**config.mk**
```make
export PLATFORM = sky130hd
export DESIGN_NAME = sram_axi_slave_flat
export DESIGN_NICKNAME = d
export VERILOG_FILES = /design/src/rtl/sram_axi_slave_if.sv /design/src/rtl/sram_axi_slave.sv /design/src/flat_wrapper.sv
export SDC_FILE = /design/constraint.sdc
export NUM_CORES = 1
export LEC_CHECK = 0
export CAP_MARGIN = 20
export CORE_MARGIN = 3
export CORE_UTILIZATION = 37
export DETAILED_ROUTE_END_ITERATION = 6
export PLACE_DENSITY = 0.71
export SETUP_SLACK_MARGIN = 0.3
export SYNTH_ARGS = -nofsm -noshare
export SYNTH_HDL_FRONTEND = slang
export SYNTH_SLANG_ARGS = --single-unit
export TNS_END_PERCENT = 1
```
**constraint.sdc**
```tcl
create_clock -name clk -period 2.6 [get_ports clk]
set_clock_uncertainty 0.15 [all_clocks]
set_input_delay 0.65 -clock clk [delete_from_list [all_inputs] [get_ports clk]]
set_output_delay 0.65 -clock clk [all_outputs]
set_load 0.02 [all_outputs]
```
**src/rtl/sram_axi_slave_if.sv**
```systemverilog
// ---------------------------------------------------------------------------
// sram_axi_slave_if
// Single-word AXI-style channel bundle between the UART debug bridge (master)
// and the SRAM slave.
//   AR : axi_ar_addr[17:0], axi_ar_valid, axi_ar_ready
//   R  : axi_r_data[15:0],  axi_r_valid,  axi_r_ready
//   AW : axi_aw_addr[17:0], axi_aw_valid, axi_aw_ready
//   W  : axi_w_data[15:0],  axi_w_valid,  axi_w_ready
//   B  : axi_b_valid, axi_b_ready
// ---------------------------------------------------------------------------
interface sram_axi_slave_if;
    logic [17:0] axi_ar_addr;
    logic        axi_ar_valid;
    logic        axi_ar_ready;
    logic [15:0] axi_r_data;
    logic        axi_r_valid;
    logic        axi_r_ready;
    logic [17:0] axi_aw_addr;
    logic        axi_aw_valid;
    logic        axi_aw_ready;
    logic [15:0] axi_w_data;
    logic        axi_w_valid;
    logic        axi_w_ready;
    logic        axi_b_valid;
    logic        axi_b_ready;

    modport master (
        output axi_ar_addr, axi_ar_valid, axi_r_ready,
        output axi_aw_addr, axi_aw_valid, axi_w_data, axi_w_valid, axi_b_ready,
        input  axi_ar_ready, axi_r_data, axi_r_valid,
        input  axi_aw_ready, axi_w_ready, axi_b_valid
    );

    modport slave (
        input  axi_ar_addr, axi_ar_valid, axi_r_ready,
        input  axi_aw_addr, axi_aw_valid, axi_w_data, axi_w_valid, axi_b_ready,
        output axi_ar_ready, axi_r_data, axi_r_valid,
        output axi_aw_ready, axi_w_ready, axi_b_valid
    );
endinterface

```
**src/rtl/sram_axi_slave.sv**
```systemverilog
// ---------------------------------------------------------------------------
// sram_axi_slave
// Services one single-word read or write at a time from the debug bridge and
// runs it against a 256Kx16 asynchronous SRAM with programmable wait states.
//   clk, rst_n      : system clock, async active-low reset
//   axi             : AR/R/AW/W/B channel bundle (slave side)
//   sram_addr       : SRAM word address
//   sram_dq_o/_oe   : write data and its tristate enable
//   sram_dq_i       : read data from the pad
//   sram_*_n        : active-low SRAM controls (all registered)
//
// state      | meaning
// -----------+----------------------------------------------------------
// IDLE       | waiting for AR, AW or W
// RD_ACC     | setup cycle, then ce/oe low for RD_WAIT cycles, sample data
// RD_RESP    | r_valid held until r_ready
// WR_COLLECT | one write half captured, waiting for the other
// WR_SETUP   | address/data driven, we_n still high (1 cycle)
// WR_PULSE   | we_n low for WR_WAIT cycles
// WR_HOLD    | we_n high, address/data still driven (1 cycle)
// WR_RESP    | b_valid held until b_ready
// ---------------------------------------------------------------------------
module sram_axi_slave #(
    parameter int RD_WAIT = 2,
    parameter int WR_WAIT = 2
) (
    input  logic                   clk,
    input  logic                   rst_n,
    sram_axi_slave_if.slave        axi,
    output logic [17:0]            sram_addr,
    output logic [15:0]            sram_dq_o,
    output logic                   sram_dq_oe,
    input  logic [15:0]            sram_dq_i,
    output logic                   sram_ce_n,
    output logic                   sram_oe_n,
    output logic                   sram_we_n,
    output logic                   sram_lb_n,
    output logic                   sram_ub_n
);
    typedef enum logic [2:0] {
        IDLE, RD_ACC, RD_RESP, WR_COLLECT, WR_SETUP, WR_PULSE, WR_HOLD, WR_RESP
    } state_t;

    localparam logic [7:0] RD_LOAD = 8'(RD_WAIT - 1);
    localparam logic [7:0] WR_LOAD = 8'(WR_WAIT - 1);

    state_t      r_state;
    logic [7:0]  r_cnt;
    logic        r_aw_cap;
    logic        r_w_cap;
    logic [15:0] r_r_data;
    logic        r_r_valid;
    logic        r_b_valid;
    logic [17:0] r_addr;
    logic [15:0] r_dq_o;
    logic        r_dq_oe;
    logic        r_ce_n;
    logic        r_oe_n;
    logic        r_we_n;

    logic w_idle;
    logic w_collect;
    logic w_ar_rdy;
    logic w_aw_rdy;
    logic w_w_rdy;
    logic w_aw_hs;
    logic w_w_hs;
    logic w_aw_cap_nxt;
    logic w_w_cap_nxt;

    // Readies come from registered state only; rst_n gating keeps them low
    // while the block is held in reset.
    assign w_idle       = (r_state == IDLE);
    assign w_collect    = (r_state == WR_COLLECT);
    assign w_ar_rdy     = rst_n & w_idle;
    assign w_aw_rdy     = rst_n & (w_idle | w_collect) & ~r_aw_cap;
    assign w_w_rdy      = rst_n & (w_idle | w_collect) & ~r_w_cap;
    assign w_aw_hs      = w_aw_rdy & axi.axi_aw_valid;
    assign w_w_hs       = w_w_rdy & axi.axi_w_valid;
    assign w_aw_cap_nxt = r_aw_cap | w_aw_hs;
    assign w_w_cap_nxt  = r_w_cap | w_w_hs;

    always_ff @(posedge clk or negedge rst_n) begin
        if (!rst_n) begin
            r_state   <= IDLE;
            r_cnt     <= 8'd0;
            r_aw_cap  <= 1'b0;
            r_w_cap   <= 1'b0;
            r_r_data  <= 16'd0;
            r_r_valid <= 1'b0;
            r_b_valid <= 1'b0;
            r_addr    <= 18'd0;
            r_dq_o    <= 16'd0;
            r_dq_oe   <= 1'b0;
            r_ce_n    <= 1'b1;
            r_oe_n    <= 1'b1;
            r_we_n    <= 1'b1;
        end else begin
            case (r_state)
                IDLE, WR_COLLECT: begin
                    // A read in IDLE wins; any same-cycle AW/W handshake is dropped.
                    if (w_ar_rdy && axi.axi_ar_valid) begin
                        r_addr  <= axi.axi_ar_addr;
                        r_cnt   <= RD_LOAD;
                        r_state <= RD_ACC;
                    end else begin
                        if (w_aw_hs) r_addr <= axi.axi_aw_addr;
                        if (w_w_hs)  r_dq_o <= axi.axi_w_data;
                        r_aw_cap <= w_aw_cap_nxt;
                        r_w_cap  <= w_w_cap_nxt;
                        if (w_aw_cap_nxt && w_w_cap_nxt) begin
                            r_dq_oe <= 1'b1;
                            r_ce_n  <= 1'b0;
                            r_state <= WR_SETUP;
                        end else if (w_aw_cap_nxt || w_w_cap_nxt) begin
                            r_state <= WR_COLLECT;
                        end
                    end
                end
                RD_ACC: begin
                    // oe_n is still high only on the address setup cycle.
                    if (r_oe_n) begin
                        r_ce_n <= 1'b0;
                        r_oe_n <= 1'b0;
                    end else if (r_cnt == 8'd0) begin
                        r_r_data  <= sram_dq_i;
                        r_r_valid <= 1'b1;
                        r_ce_n    <= 1'b1;
                        r_oe_n    <= 1'b1;
                        r_state   <= RD_RESP;
                    end else begin
                        r_cnt <= r_cnt - 8'd1;
                    end
                end
                RD_RESP: begin
                    if (axi.axi_r_ready) begin
                        r_r_valid <= 1'b0;
                        r_state   <= IDLE;
                    end
                end
                WR_SETUP: begin
                    r_we_n  <= 1'b0;
                    r_cnt   <= WR_LOAD;
                    r_state <= WR_PULSE;
                end
                WR_PULSE: begin
                    if (r_cnt == 8'd0) begin
                        r_we_n  <= 1'b1;
                        r_state <= WR_HOLD;
                    end else begin
                        r_cnt <= r_cnt - 8'd1;
                    end
                end
                WR_HOLD: begin
                    r_ce_n    <= 1'b1;
                    r_dq_oe   <= 1'b0;
                    r_aw_cap  <= 1'b0;
                    r_w_cap   <= 1'b0;
                    r_b_valid <= 1'b1;
                    r_state   <= WR_RESP;
                end
                WR_RESP: begin
                    if (axi.axi_b_ready) begin
                        r_b_valid <= 1'b0;
                        r_state   <= IDLE;
                    end
                end
                default: r_state <= IDLE;
            endcase
        end
    end

    assign axi.axi_ar_ready = w_ar_rdy;
    assign axi.axi_aw_ready = w_aw_rdy;
    assign axi.axi_w_ready  = w_w_rdy;
    assign axi.axi_r_data   = r_r_data;
    assign axi.axi_r_valid  = r_r_valid;
    assign axi.axi_b_valid  = r_b_valid;

    // Full-word accesses only: both byte lanes follow chip enable.
    assign sram_addr  = r_addr;
    assign sram_dq_o  = r_dq_o;
    assign sram_dq_oe = r_dq_oe;
    assign sram_ce_n  = r_ce_n;
    assign sram_oe_n  = r_oe_n;
    assign sram_we_n  = r_we_n;
    assign sram_lb_n  = r_ce_n;
    assign sram_ub_n  = r_ce_n;
endmodule

```
**src/flat_wrapper.sv**
```systemverilog
// flat-port wrapper written by rule: the top's interface ports become plain ports
module sram_axi_slave_flat 
#(
    parameter int RD_WAIT = 2,
    parameter int WR_WAIT = 2
)
  (clk, rst_n, sram_addr, sram_dq_o, sram_dq_oe, sram_dq_i, sram_ce_n, sram_oe_n, sram_we_n, sram_lb_n, sram_ub_n, axi_axi_ar_addr, axi_axi_ar_valid, axi_axi_r_ready, axi_axi_aw_addr, axi_axi_aw_valid, axi_axi_w_data, axi_axi_w_valid, axi_axi_b_ready, axi_axi_ar_ready, axi_axi_r_data, axi_axi_r_valid, axi_axi_aw_ready, axi_axi_w_ready, axi_axi_b_valid);
  sram_axi_slave_if axi_i ();
  input  logic clk;
  input  logic rst_n;
  output logic [17:0] sram_addr;
  output logic [15:0] sram_dq_o;
  output logic sram_dq_oe;
  input  logic [15:0] sram_dq_i;
  output logic sram_ce_n;
  output logic sram_oe_n;
  output logic sram_we_n;
  output logic sram_lb_n;
  output logic sram_ub_n;
  input wire logic [$bits(axi_i.axi_ar_addr)-1:0] axi_axi_ar_addr;
  input wire logic [$bits(axi_i.axi_ar_valid)-1:0] axi_axi_ar_valid;
  input wire logic [$bits(axi_i.axi_r_ready)-1:0] axi_axi_r_ready;
  input wire logic [$bits(axi_i.axi_aw_addr)-1:0] axi_axi_aw_addr;
  input wire logic [$bits(axi_i.axi_aw_valid)-1:0] axi_axi_aw_valid;
  input wire logic [$bits(axi_i.axi_w_data)-1:0] axi_axi_w_data;
  input wire logic [$bits(axi_i.axi_w_valid)-1:0] axi_axi_w_valid;
  input wire logic [$bits(axi_i.axi_b_ready)-1:0] axi_axi_b_ready;
  output wire logic [$bits(axi_i.axi_ar_ready)-1:0] axi_axi_ar_ready;
  output wire logic [$bits(axi_i.axi_r_data)-1:0] axi_axi_r_data;
  output wire logic [$bits(axi_i.axi_r_valid)-1:0] axi_axi_r_valid;
  output wire logic [$bits(axi_i.axi_aw_ready)-1:0] axi_axi_aw_ready;
  output wire logic [$bits(axi_i.axi_w_ready)-1:0] axi_axi_w_ready;
  output wire logic [$bits(axi_i.axi_b_valid)-1:0] axi_axi_b_valid;
  assign axi_i.axi_ar_addr = axi_axi_ar_addr;
  assign axi_i.axi_ar_valid = axi_axi_ar_valid;
  assign axi_i.axi_r_ready = axi_axi_r_ready;
  assign axi_i.axi_aw_addr = axi_axi_aw_addr;
  assign axi_i.axi_aw_valid = axi_axi_aw_valid;
  assign axi_i.axi_w_data = axi_axi_w_data;
  assign axi_i.axi_w_valid = axi_axi_w_valid;
  assign axi_i.axi_b_ready = axi_axi_b_ready;
  assign axi_axi_ar_ready = axi_i.axi_ar_ready;
  assign axi_axi_r_data = axi_i.axi_r_data;
  assign axi_axi_r_valid = axi_i.axi_r_valid;
  assign axi_axi_aw_ready = axi_i.axi_aw_ready;
  assign axi_axi_w_ready = axi_i.axi_w_ready;
  assign axi_axi_b_valid = axi_i.axi_b_valid;
  sram_axi_slave #(.RD_WAIT(RD_WAIT), .WR_WAIT(WR_WAIT)) u_core (.clk(clk), .rst_n(rst_n), .axi(axi_i), .sram_addr(sram_addr), .sram_dq_o(sram_dq_o), .sram_dq_oe(sram_dq_oe), .sram_dq_i(sram_dq_i), .sram_ce_n(sram_ce_n), .sram_oe_n(sram_oe_n), .sram_we_n(sram_we_n), .sram_lb_n(sram_lb_n), .sram_ub_n(sram_ub_n));
endmodule
```
Word-level counts from Yosys, hierarchy flattened:

Cells that the tools add are included.

* shift-type cells: 0
* reductions and logical operators: 24
* magnitude comparators: 0
* eq/ne operators: 17
* div/mod/pow operators: 0
* $mul: 0
* add/sub/neg operators: 1
* bitwise operators: 13
* mux-type cells: 35

Operators by type and width (number)
* 2-to-1 mux 18 bit: 2
* case mux 8 bit (4 select lines): 1
* 2-to-1 mux 3 bit: 8
* 2-to-1 mux 8 bit: 3
* case mux 3 bit (7 select lines): 1
* 2-to-1 mux 1 bit: 13
* == test 3 bit, second input constant: 4
* case mux 1 bit (2 select lines): 6
* AND reduction 3 bit: 4
* nonzero test 2 bit: 5
* zero test 8 bit: 1
* != test 2 x 1 -> 1 bit, second input constant: 4
* != test 2 bit, second input constant: 4
* AND reduction 2 bit: 4
* AND reduction 4 bit: 2
* subtractor 8 x 1 -> 8 bit, second input constant: 1
* bitwise AND 1 bit: 6
* == test 3 x 2 -> 1 bit, second input constant: 2
* AND reduction 6 bit: 1
* != test 4 x 1 -> 1 bit, second input constant: 1
* inverter 1 bit: 4
* nonzero test 4 bit: 1
* == test 3 x 1 -> 1 bit, second input constant: 1
* zero test 3 bit: 1
* 7 further kinds: 10

* flip-flop bits (word level): 69
* bits of input ports: 75
* latch bits: 0
* ROM bits: 0
* bits in writable memories: 0
* memories: 0
* logic and storage cells: 103

Depth between registers and ports, before layout:

* depth after elaboration: 11
* depth in mapped cells: 8
* mapped depth without buffers: 6

Worst setup path before layout:

No wires, ideal clock.

* path type: reg2reg
* start: reg u_core.r_cnt[4]
* end: reg u_core.r_r_data[10], in the netlist u_core.axi.axi_r_data[10]
* library setup time: 125 ps
* path slack: -201 ps
* data arrival time: 2526 ps
* stages on the path, launching flop included: 8
* cell sequence: dfrtp_1 -> or4_4 -> or4b_4 -> buf_6 -> or4_4 -> buf_6 -> buf_12 -> mux2_4

* cells in the longest elaborated chain, start to end: 2

RTL lines
* start, declared: RTL line sram_axi_slave.sv:48 `logic [7:0] r_cnt;`
* start signal, assigned: RTL line sram_axi_slave.sv:132 `r_cnt <= r_cnt - 8'd1;`
* start signal, assigned: RTL line sram_axi_slave.sv:151 `r_cnt <= r_cnt - 8'd1;`
* zero test 8 bit: RTL line sram_axi_slave.sv:125 `end else if (r_cnt == 8'd0) begin`
* AND reduction 3 bit (no source line)
* end signal, assigned: RTL line sram_axi_slave.sv:126 `r_r_data <= sram_dq_i;`
* end, declared: RTL line sram_axi_slave.sv:51 `logic [15:0] r_r_data;`

Every way passes these cells.
A chain may end at the register's enable or synchronous reset.

Worst setup path after layout:

* start: reg u_core.r_cnt[5]
* end: reg u_core.r_r_data[9], in the netlist u_core.axi.axi_r_data[9]

The elaborated chain is that of the path after synthesis.

==> metrics.md <==
| Metric | Value |
|---|---|
| Final worst path period need | 2690 ps |
| R2R setup slack | -90 ps |
| Largest family of logic cells by synthesized area | multiplexers |
| Port buffer count | roughly 140 |
| DRC | 0 |
| Startpoint type of the worst setup path | flop |
| I/O Pins | 136 |
| Net count after synthesis | about 360 |
| Util after Layout | 0.612 |
| Initial Util | 0.390 |
| Initial antenna violation count | 0 |
| Post-synthesis average cell area | 11.5 um^2 |
| Reg2reg start | u_core.r_cnt[5] |
| CTS tree | built |
| First-pass GRT wire length | around 14,000 um |
| Critical setup path kind | flop to flop |
| Multi-input gate area | 1480 um^2 |
| Maximum clock frequency | 372 MHz |
| Register-to-Register Path Depth | 4 |
| Fraction of registers with async set/reset | 1.00 |
| Reg2reg end | u_core.axi.axi_r_data[9] |
| Mux cell area share after synthesis | 0.177 |
| Slew Viols, Final | 0 |
| FILL cells | around 720 |
| Setup TNS | -1260 ps |
| Clock Latency Late Sink | 330 ps |
| Nets | 516 |
| Fraction of the mapped netlist area in adder cells | 0.00761 |
| Die Y | about 100 um |
| GRT Util Overall | 0.175 |
| Mapped Cells | 286 |
| Die W | roughly 100 um |
| Element type at the critical path end | flop |
| Leakage power | about 0.0023 uW |
| Routability congestion estimate | 0.890 |
| CP required | 2670 ps |
| Max-cap violations | 0 |
| CP most frequent cell | or4_4 |
| CTS sink cnt | 69 |
| Mapped cell area | 3290 um^2 |
| Worst vdd ir | roughly 0.66 mV |
| Post-synthesis simple-gate area fraction | 0.103 |
| Iter 0 DRT Violations | ~120 |
| Worst relative slew slack | 0.500 |
| Arrival time worst endpoint | 2760 ps |
| Ratio of cells with drive above 1 in the final layout | 0.223 |
| Clk buf depth | 2 |
| HP Class | input port to async pin |
| Ant diodes | 0 |
| Root buf cell | clkbuf_8 |
| Antenna Nets Post-Route | 0 |
| Netlist cell types | between 50 and 60 |
| #FFs+latches synth | 69 |
| Drt wl/cell | 15.7 um |
| DR pass1 iterations | 5 |
| Vias in the first global route | 2,932 |
| Critical path cell sequence | or4_4 > or4b_4 > or4_4 > mux2_4 |
| CP max stage cell | or4_4 |
| Final setup vio count | 17 |
| Die area | ~10,000 um^2 |
| Max incr delay on CP | a little over 600 ps |
| Vias after detailed routing | 2,817 |
| Status | finished with violations |
| Worst Slack Setup Final | -89.0 ps |
| Yosys warning total | 0 |
| Postcts setup bufs | 0 |
| H-tree Lvls | 3 |
| Post-synth EDFFs | 0 |
| Min Hold Slack | 101 ps |
| DP HPWL | 6430 um |
| Fin crit share | 1.03 |
| GR Overflow Total | 0 |
| Post-CTS Hold Buffers | 0 |
| Layout Area Growth over Synthesis | 56.7% |
| CP max FO | 17 |
| Clock slew at reported path FFs | 70 ps |
| Average via count per standard cell | 5.14 |
| Main synth FF type | dfrtp_1 |
| TritonCTS Buffers | 9 |
| Pre-CTS setup slack | -159 ps |
| Worst-margin pin slew | 749 ps |
| Power Dens Cells | approximately 1300 nW/um^2 |
| WL final | about 8600 um |
| Num rows | 33 |
| Area fraction in compound gates after synthesis | 0.133 |
| Core area | 8420 um^2 |
| Largest net degree at the start of global routing | 57 |
| Post-Synth XOR/XNOR Area | 0.00533 |
| Storage cell area | approximately 1700 um^2 |
| Final Hold Viols | 0 |
| Failing checks | setup timing |
| Seq/Total Area, Yosys | 0.526 |
| RSZ-0062 raised after global routing | true |
kinds of logic (layout without fill, tap and decap cells):
family,Yosys count,after routing
XOR/XNOR,2,2
AND/OR/NAND/NOR,67,67
buffers and inverters,28,185
flip-flops,69,69
adder cells (fa/ha/maj),2,2
AO/OA/AOI/OAI,67,67
multiplexers,51,51
worst max-delay path, delay by kind of cell (launching register included):
family | cells | cell delay (ps)
DFF | 1 | 380
muxes | 1 | 350
and+or+nand+nor | 3 | 1690
worst max path at each step:
stage	start	end	slack (ps)
2_1_floorplan	u_core.r_cnt[5]	u_core.axi.axi_r_data[10]	-190
3_3_place_gp	u_core.r_cnt[5]	u_core.axi.axi_r_data[7]	-70
3_5_place_dp	axi_axi_aw_valid	u_core.sram_addr[2]	-160
4_1_cts	u_core.r_cnt[5]	u_core.axi.axi_r_data[9]	-80
5_1_grt	u_core.r_cnt[5]	u_core.axi.axi_r_data[9]	-130
6_report	u_core.r_cnt[5]	u_core.axi.axi_r_data[9]	-90
power breakdown:
part | leakage [uW] | switching, uW | internal, uW
clock network | 0.0000947 | 391 | 491
registers | 0.000813 | 311 | 1610
logic | 0.00143 | 1940 | 1940
cell usage in the layout, fill, tap and decap left out, types with 4 or more instances in the layout:
cell / netlist / layout
a21oi_1: 25 / 23
buf_4: 2 / 19
buf_6: 2 / 4
clkbuf_8: 0 / 11
clkdlybuf4s50_1: 0 / 125
dfrtp_1: 66 / 66
dlygate4sd2_1: 0 / 4
inv_1: 10 / 10
mux2_2: 25 / 24
mux2_4: 8 / 9
mux2i_1: 18 / 18
nand2_1: 11 / 10
nand3_1: 7 / 6
nor2_1: 30 / 29
o21ai_0: 12 / 10
layout make-up:
class,instances,share of cell area
multi-input cells,189,0.288
flip-flops and latches,69,0.336
clock inverters,3,0.00874
clock buffers,12,0.0301
repair buffers,160,0.305
inverters,10,0.00729
well taps,105,0.0255
registers in the layout, summed over array words and instances (netlist names), 3 cells and up:
register,flops
u_core.axi.axi_r_data,16
u_core.r_cnt,8
u_core.r_state,3
u_core.sram_addr,18
u_core.sram_dq_o,16
synth_stat cells (all sizes together) (2+ instances only):
master	instances	area, um^2
a2111oi	2	17.5
nand3	7	35.0
inv	10	37.5
a21oi	25	125
ha	2	25.0
o41ai	2	17.5
clkbuf	10	41.3
dfstp	3	78.8
nor3	3	15.0
dfrtp	66	1650
a32o	2	20.0
o2111ai	3	26.3
or4	3	31.3
o31ai	4	35.0
or4b	2	23.8
nor2b	2	12.5
a211o	3	26.3
mux2i	18	180
nand2	11	41.3
buf	7	66.3
a31oi	4	25.0
mux2	33	402
nor2	30	113
o21ai	12	60.1
stage by stage:
step / cells / instance area [um^2] / total power, uW
2_1_floorplan: 286 / 3290 / 4040
3_3_place_gp: 532 / 4860 / 5570
3_5_place_dp: 532 / 4860 / 5650
4_1_cts: 547 / 5120 / 6690
5_1_grt: 548 / 5150 / 7130
6_report: 548 / 5150 / 6680
repair_timing:
item / in CTS / in global routing
pin swaps: 23 / 3
resized for setup: 34 / 4
endpoints found under the setup margin: 51 / 35
per-layer routing:
metal / part of all wire / up-vias / GRT usage
met3: 0.068 / 8 / 0.0577
met5: 0 / - / 0
li1: - / 1343 / -
met4: 0.013 / 0 / 0.0539
met2: 0.51 / 86 / 0.287
met1: 0.41 / 1380 / 0.220
Note: power is estimated with default switching activity, not from simulation.
==> edit 1, RTL diff (config.mk and constraints unchanged) <==
Make the reset (`rst_n`) synchronous in one clocked block. Comments in the files are not updated.
--- a/src/rtl/sram_axi_slave.sv
+++ b/src/rtl/sram_axi_slave.sv
@@ -80,7 +80,7 @@
     assign w_aw_cap_nxt = r_aw_cap | w_aw_hs;
     assign w_w_cap_nxt  = r_w_cap | w_w_hs;
 
-    always_ff @(posedge clk or negedge rst_n) begin
+    always_ff @(posedge clk) begin
         if (!rst_n) begin
             r_state   <= IDLE;
             r_cnt     <= 8'd0;
Check against the original RTL: differs if rst_n is asserted again (counterexample within 4 cycles, from zero or initial values and one cycle with rst_n low); with rst_n held inactive, the same outputs for 10 cycles.
==> edit 1 against the unedited design <==
Sequential cell count did not move. Final area shrank 4.1%. Setup slack improved by 0.42 ns. Area after synthesis fell by 1.1%. Wire length decreased by 4.9%. Hold slack improved by 0.20 ns. Non-clock buffer count is 10 lower. Largest cell class is now multi-input combinational cells.
Power is not compared: it rests on default switching activity, and its combinational part moved more than twofold at a synthesized area within 25%.
==> edit 1: results (changes against the unedited design) <==
- Status: finished clean
- CP max stage delay: 0.37 ns (-0.24 ns)
- GRT Overall Usage: 16.86% (-0.69 points)
- Layout fillers: 763 (+6.4%)
- Tightest Pin Transition: 0.4152 ns (-0.3340 ns)
- DR pass1 iterations: 4 (-1)
- Yosys warning total: 0 (unchanged)
- Worst skew pair latency: 0.34 ns
- WL final: 8170 um (-4.9%)
- Global-route wire length before repair: 13620 um (-4.1%)
- Htree depth: 3 (unchanged)
- Critical Path AT: 1.46 ns (-1.30 ns)
- CTS Root Cell: clkbuf_8
- Reg2Reg Setup Slack: 0.43 ns (+0.52 ns)
- Worst path slowest cell: dlygate4sd2_1
- Pin count of the biggest net entering global routing: 40 (-30%)
- Layout cell share with drive strength beyond 1: 8.811% (-14 points)
- Dpl hpwl: 6083 um (-5.4%)
- Reg2reg end: u_core.axi.axi_r_data[15]
- Storage cell area: 1383 um^2 (-20%)
- Worst hold path type: reg -> reg
- I/O Buffers: 135 (unchanged)
- TritonCTS Buffers: 9 (unchanged)
- Post-CTS Setup Bufs: 0 (unchanged)
- PostCTS Resize Cnt: 4 (-88%)
- Vias/cell: 4.919 (-4.3%)
- Vias in the first global route: 2932 (unchanged)
- Cell variety after synth: 52 (-5.5%)
- Initial DRC count: 147 (+21%)
- Initial antenna violation count: 0 (unchanged)
- Syn Nets: 427 (+18%)
- Synth area leaders: dfxtp_1 42%, mux2i_1 11%, nand2_1 7.4%
- Critical path fanouts, max: 15 (-2)
- Synth cell count leaders: 69 x dfxtp_1, 64 x nand2_1, 35 x mux2i_1
- Async SR Flop Fraction: 0% (-100 points)
- CP endpoint: axi_axi_ar_ready
- Max reg flops: 18 (unchanged)
- Clock transition at path regs: 0.07 ns (about the same)
- Depth of the most critical reg-to-reg path: 7 (+3)
- DP Area: 4721 um^2 (-2.9%)
- Crit path launch: u_core.r_state[0]
- Sequential area share after synthesis: 42.48% (-10 points)
- Final net count: 561 (+8.7%)
- Max VDD drop: 0.0003802 V
- Top_reg_cell synth: dfxtp_1
- Post-synth EDFFs: 0 (unchanged)
- Clock Path Buffers: 2 (unchanged)
- Gp weighted congestion: 0.8357 (-6.1%)
## edit 1: cell type report
type | instances | area share (%)
clock buffer | 9 | 2.506
clock inverter | 6 | 1.797
inverter | 6 | 0.4557
multi-input combinational | 248 | 34.58
sequential | 69 | 27.97
tap | 105 | 2.658
timing repair buffer | 150 | 30.03
## edit 1: through the flow
stage	instances	hold WS, ns	worst slack, ns
final	593	0.3061	0.3355
after global routing	593	0.3243	0.2310
after CTS	593	0.3072	0.01982
after detailed placement	578	0.2970	0.02555
after global placement	578	0.2910	0.01601
after floorplan	350	0.3121	0.3657
## edit 1: where the power goes
group	total [mW]	leakage (nW)	switching, mW	internal, mW
Combinational	1.76	1.56	0.899	0.861
Sequential	1.39	0.563	0.145	1.25
Clock	0.930	0.101	0.396	0.534
## edit 1: routing by layer
layer / up-vias / GRT usage, % / wire, um
met2: 117 / 26.73 / 3651
met3: 11 / 6.522 / 819
li1: 1490 / - / -
met1: 1299 / 20.85 / 3583
met4: 0 / 5.882 / 115
met5: - / 0 / 0
## edit 1: cells by family after synthesis
family,count (synthesis),share of synthesized area [%]
simple gates,134,21.12
compound gates,70,17.47
flops,69,42.48
mux,35,10.77
buf+inv,33,5.502
xor+xnor,7,1.885
fa+ha+maj,2,0.7694
## edit 1: critical path, delay by kind of cell (launching register included)
kind,cells,cell delay (ns)
buffers and inverters,2,0.57
AND/OR/NAND/NOR,1,0.21
flip-flops,1,0.35
## edit 1: how the worst min path moves through the flow
stage	from	end	slack (ns)	cells after the start
CTS	u_core.axi.axi_r_data[4]	u_core.axi.axi_r_data[4]	0.31	2
global placement	u_core.axi.axi_r_data[10]	u_core.axi.axi_r_data[10]	0.29	2
finish	u_core.axi.axi_r_data[11]	u_core.axi.axi_r_data[11]	0.31	2
detailed placement	u_core.axi.axi_r_data[4]	u_core.axi.axi_r_data[4]	0.30	2
global route	u_core.axi.axi_r_data[11]	u_core.axi.axi_r_data[11]	0.32	2
floorplan	u_core.r_w_cap	u_core.r_w_cap	0.31	2
==> edit 2, RTL diff (same flow settings) <==
Made on the original files. Encoding of `state_t`: now one-hot (8 bits for 8 states).
--- a/src/rtl/sram_axi_slave.sv
+++ b/src/rtl/sram_axi_slave.sv
@@ -37,8 +37,8 @@
     output logic                   sram_lb_n,
     output logic                   sram_ub_n
 );
-    typedef enum logic [2:0] {
-        IDLE, RD_ACC, RD_RESP, WR_COLLECT, WR_SETUP, WR_PULSE, WR_HOLD, WR_RESP
+    typedef enum logic [7:0] {
+        IDLE = 8'b00000001, RD_ACC = 8'b00000010, RD_RESP = 8'b00000100, WR_COLLECT = 8'b00001000, WR_SETUP = 8'b00010000, WR_PULSE = 8'b00100000, WR_HOLD = 8'b01000000, WR_RESP = 8'b10000000
     } state_t;
 
     localparam logic [7:0] RD_LOAD = 8'(RD_WAIT - 1);
Check against the original RTL: no difference found for any inputs over 10 cycles, from zero or initial values and one cycle with rst_n low; not proved beyond that.
==> edit 2 against the unedited design <==
Combinational power fell by 8.0%. Cell count increased by 12%. Wire length grew 7.1%. Sequential cell count up 5. Total power decreased by 1.5%. Setup slack gained 0.21 ns. Final area up 6.6%. Area after synthesis increased by 11%. Critical path type is now in -> reg. Largest cell class unchanged. Largest power group unchanged.
==> edit 2: results (changes against the unedited design) <==
- Clock Path Buffers: 2 (unchanged)
- Synth area leaders: dfrtp_1 48%, mux2_2 5.6%, mux2i_1 5.0%
- Critical Path AT: 2.55 ns (-0.21 ns)
- PostCTS Resize Cnt: 12 (-65%)
- Layout cell share with drive strength beyond 1: 17.70% (-4.7 points)
- CTS Root Cell: clkbuf_8
- Final net count: 558 (+8.1%)
- Cell family with most CP delay: compound AO/OA/AOI/OAI gates
- Leak pwr: 2.308 nW (-1.1%)
- Max VDD drop: 0.0004455 V (-33%)
- DR pass1 iterations: 4 (-1)
- Via Count: 3114 (+11%)
- Power in the clock group: 0.991 mW (+12%)
- GR Util met2: 28.55% (-0.19 points)
- Global-route wire length before repair: 15210 um (+7.1%)
- Worst path slowest cell: a2111oi_0
- Synthesized instance count: 328 (+15%)
- Sequential power share: 30.7% (+1.9 points)
- Pre-CTS setup slack: -0.1681 ns (-0.009515 ns)
- Gp weighted congestion: 0.8482 (-4.7%)
- GRT Overall Usage: 16.87% (-0.68 points)
- Status: finished clean
- CP max stage delay: 0.48 ns (-0.13 ns)
- WL met3: 598 um (+2.9%)
- Pin count of the biggest net entering global routing: 47 (-18%)
- Internal: 3.954 mW (-2.2%)
- Met2 wire len: 4492 um (+2.1%)
- Post-CTS Setup Bufs: 0 (unchanged)
- Placed Cells: 599 (+13%)
- Dpl hpwl: 7153 um (+11%)
- Final cell count without fillers: 615 (+12%)
- Syn Nets: 405 (+12%)
- Cell variety after synth: 60 (+9.1%)
- Initial DRC count: 107 (-12%)
- Synth cell count leaders: 70 x dfrtp_1, 27 x nand2_1, 25 x o21ai_0
- Met1 usage: 20.92% (-1.1 points)
- Layout fillers: 819 (+14%)
- Met1 WL: 3964 um (+13%)
- Grt met3 use: 4.324% (-1.4 points)
- Critical path fanouts, max: 3 (-14)
- Routed len/inst: 14.96 um (-4.6%)
- Tightest Pin Transition: 0.5735 ns (-0.1757 ns)
- Sequential area share after synthesis: 51.07% (-1.6 points)
- Design Power: 6.584 mW (-1.5%)
-- edit 2: cell count changes after synthesis, moves of 6 or more --
| cell | unedited run | this run |
|---|---|---|
| a21oi_1 | 25 | 9 |
| mux2_1 | 0 | 15 |
| mux2_2 | 25 | 18 |
| mux2_4 | 8 | 2 |
| nand2_1 | 11 | 27 |
| nor2_1 | 30 | 18 |
| o21ai_0 | 12 | 25 |
-- edit 2: final timing paths --
check / startpoint / endpoint / slack [ns] / depth (start not counted)
worst max-delay path: axi_axi_r_ready / u_core.r_state[3] / 0.12 / 6
worst min-delay path: rst_n / u_core.r_state[3] / 0.11 / 2
worst max register to register: u_core.r_state[6] / u_core.r_state[3] / 0.13 / 5
worst min register to register: u_core.sram_addr[13] / u_core.sram_addr[13] / 0.33 / 2
max in group asynchronous: rst_n / u_core.r_cnt[7] / 1.45 / 3
min in group clk: u_core.sram_addr[13] / u_core.sram_addr[13] / 0.33 / 2
-- edit 2: kinds of logic (layout without fill, tap and decap cells) --
group | after synthesis | count (layout) | synth area share (%)
and+or+nand+nor | 100 | 100 | 15.66
DFF | 74 | 74 | 51.07
AOI/OAI and AO/OA | 67 | 67 | 11.84
muxes | 53 | 53 | 16.00
buffers and inverters | 28 | 186 | 3.785
xor gates and xnor gates | 4 | 4 | 0.9637
adders and majority gates | 2 | 2 | 0.6881
-- edit 2: area by class of cell --
type | instances | share of cell area (%)
sequential | 74 | 33.80
inverter | 6 | 0.4100
multi-input combinational | 226 | 30.30
clock inverter | 7 | 1.822
clock buffer | 9 | 2.255
tap | 129 | 2.938
timing repair buffer | 164 | 28.47
-- edit 2: through the flow --
stage / hold WS, ns / area, um^2
floorplan: 0.2044 / 3636
global placement: 0.3114 / 5265
detailed placement: 0.3238 / 5265
CTS: 0.09517 / 5500
global route: 0.08724 / 5493
finish: 0.1132 / 5493
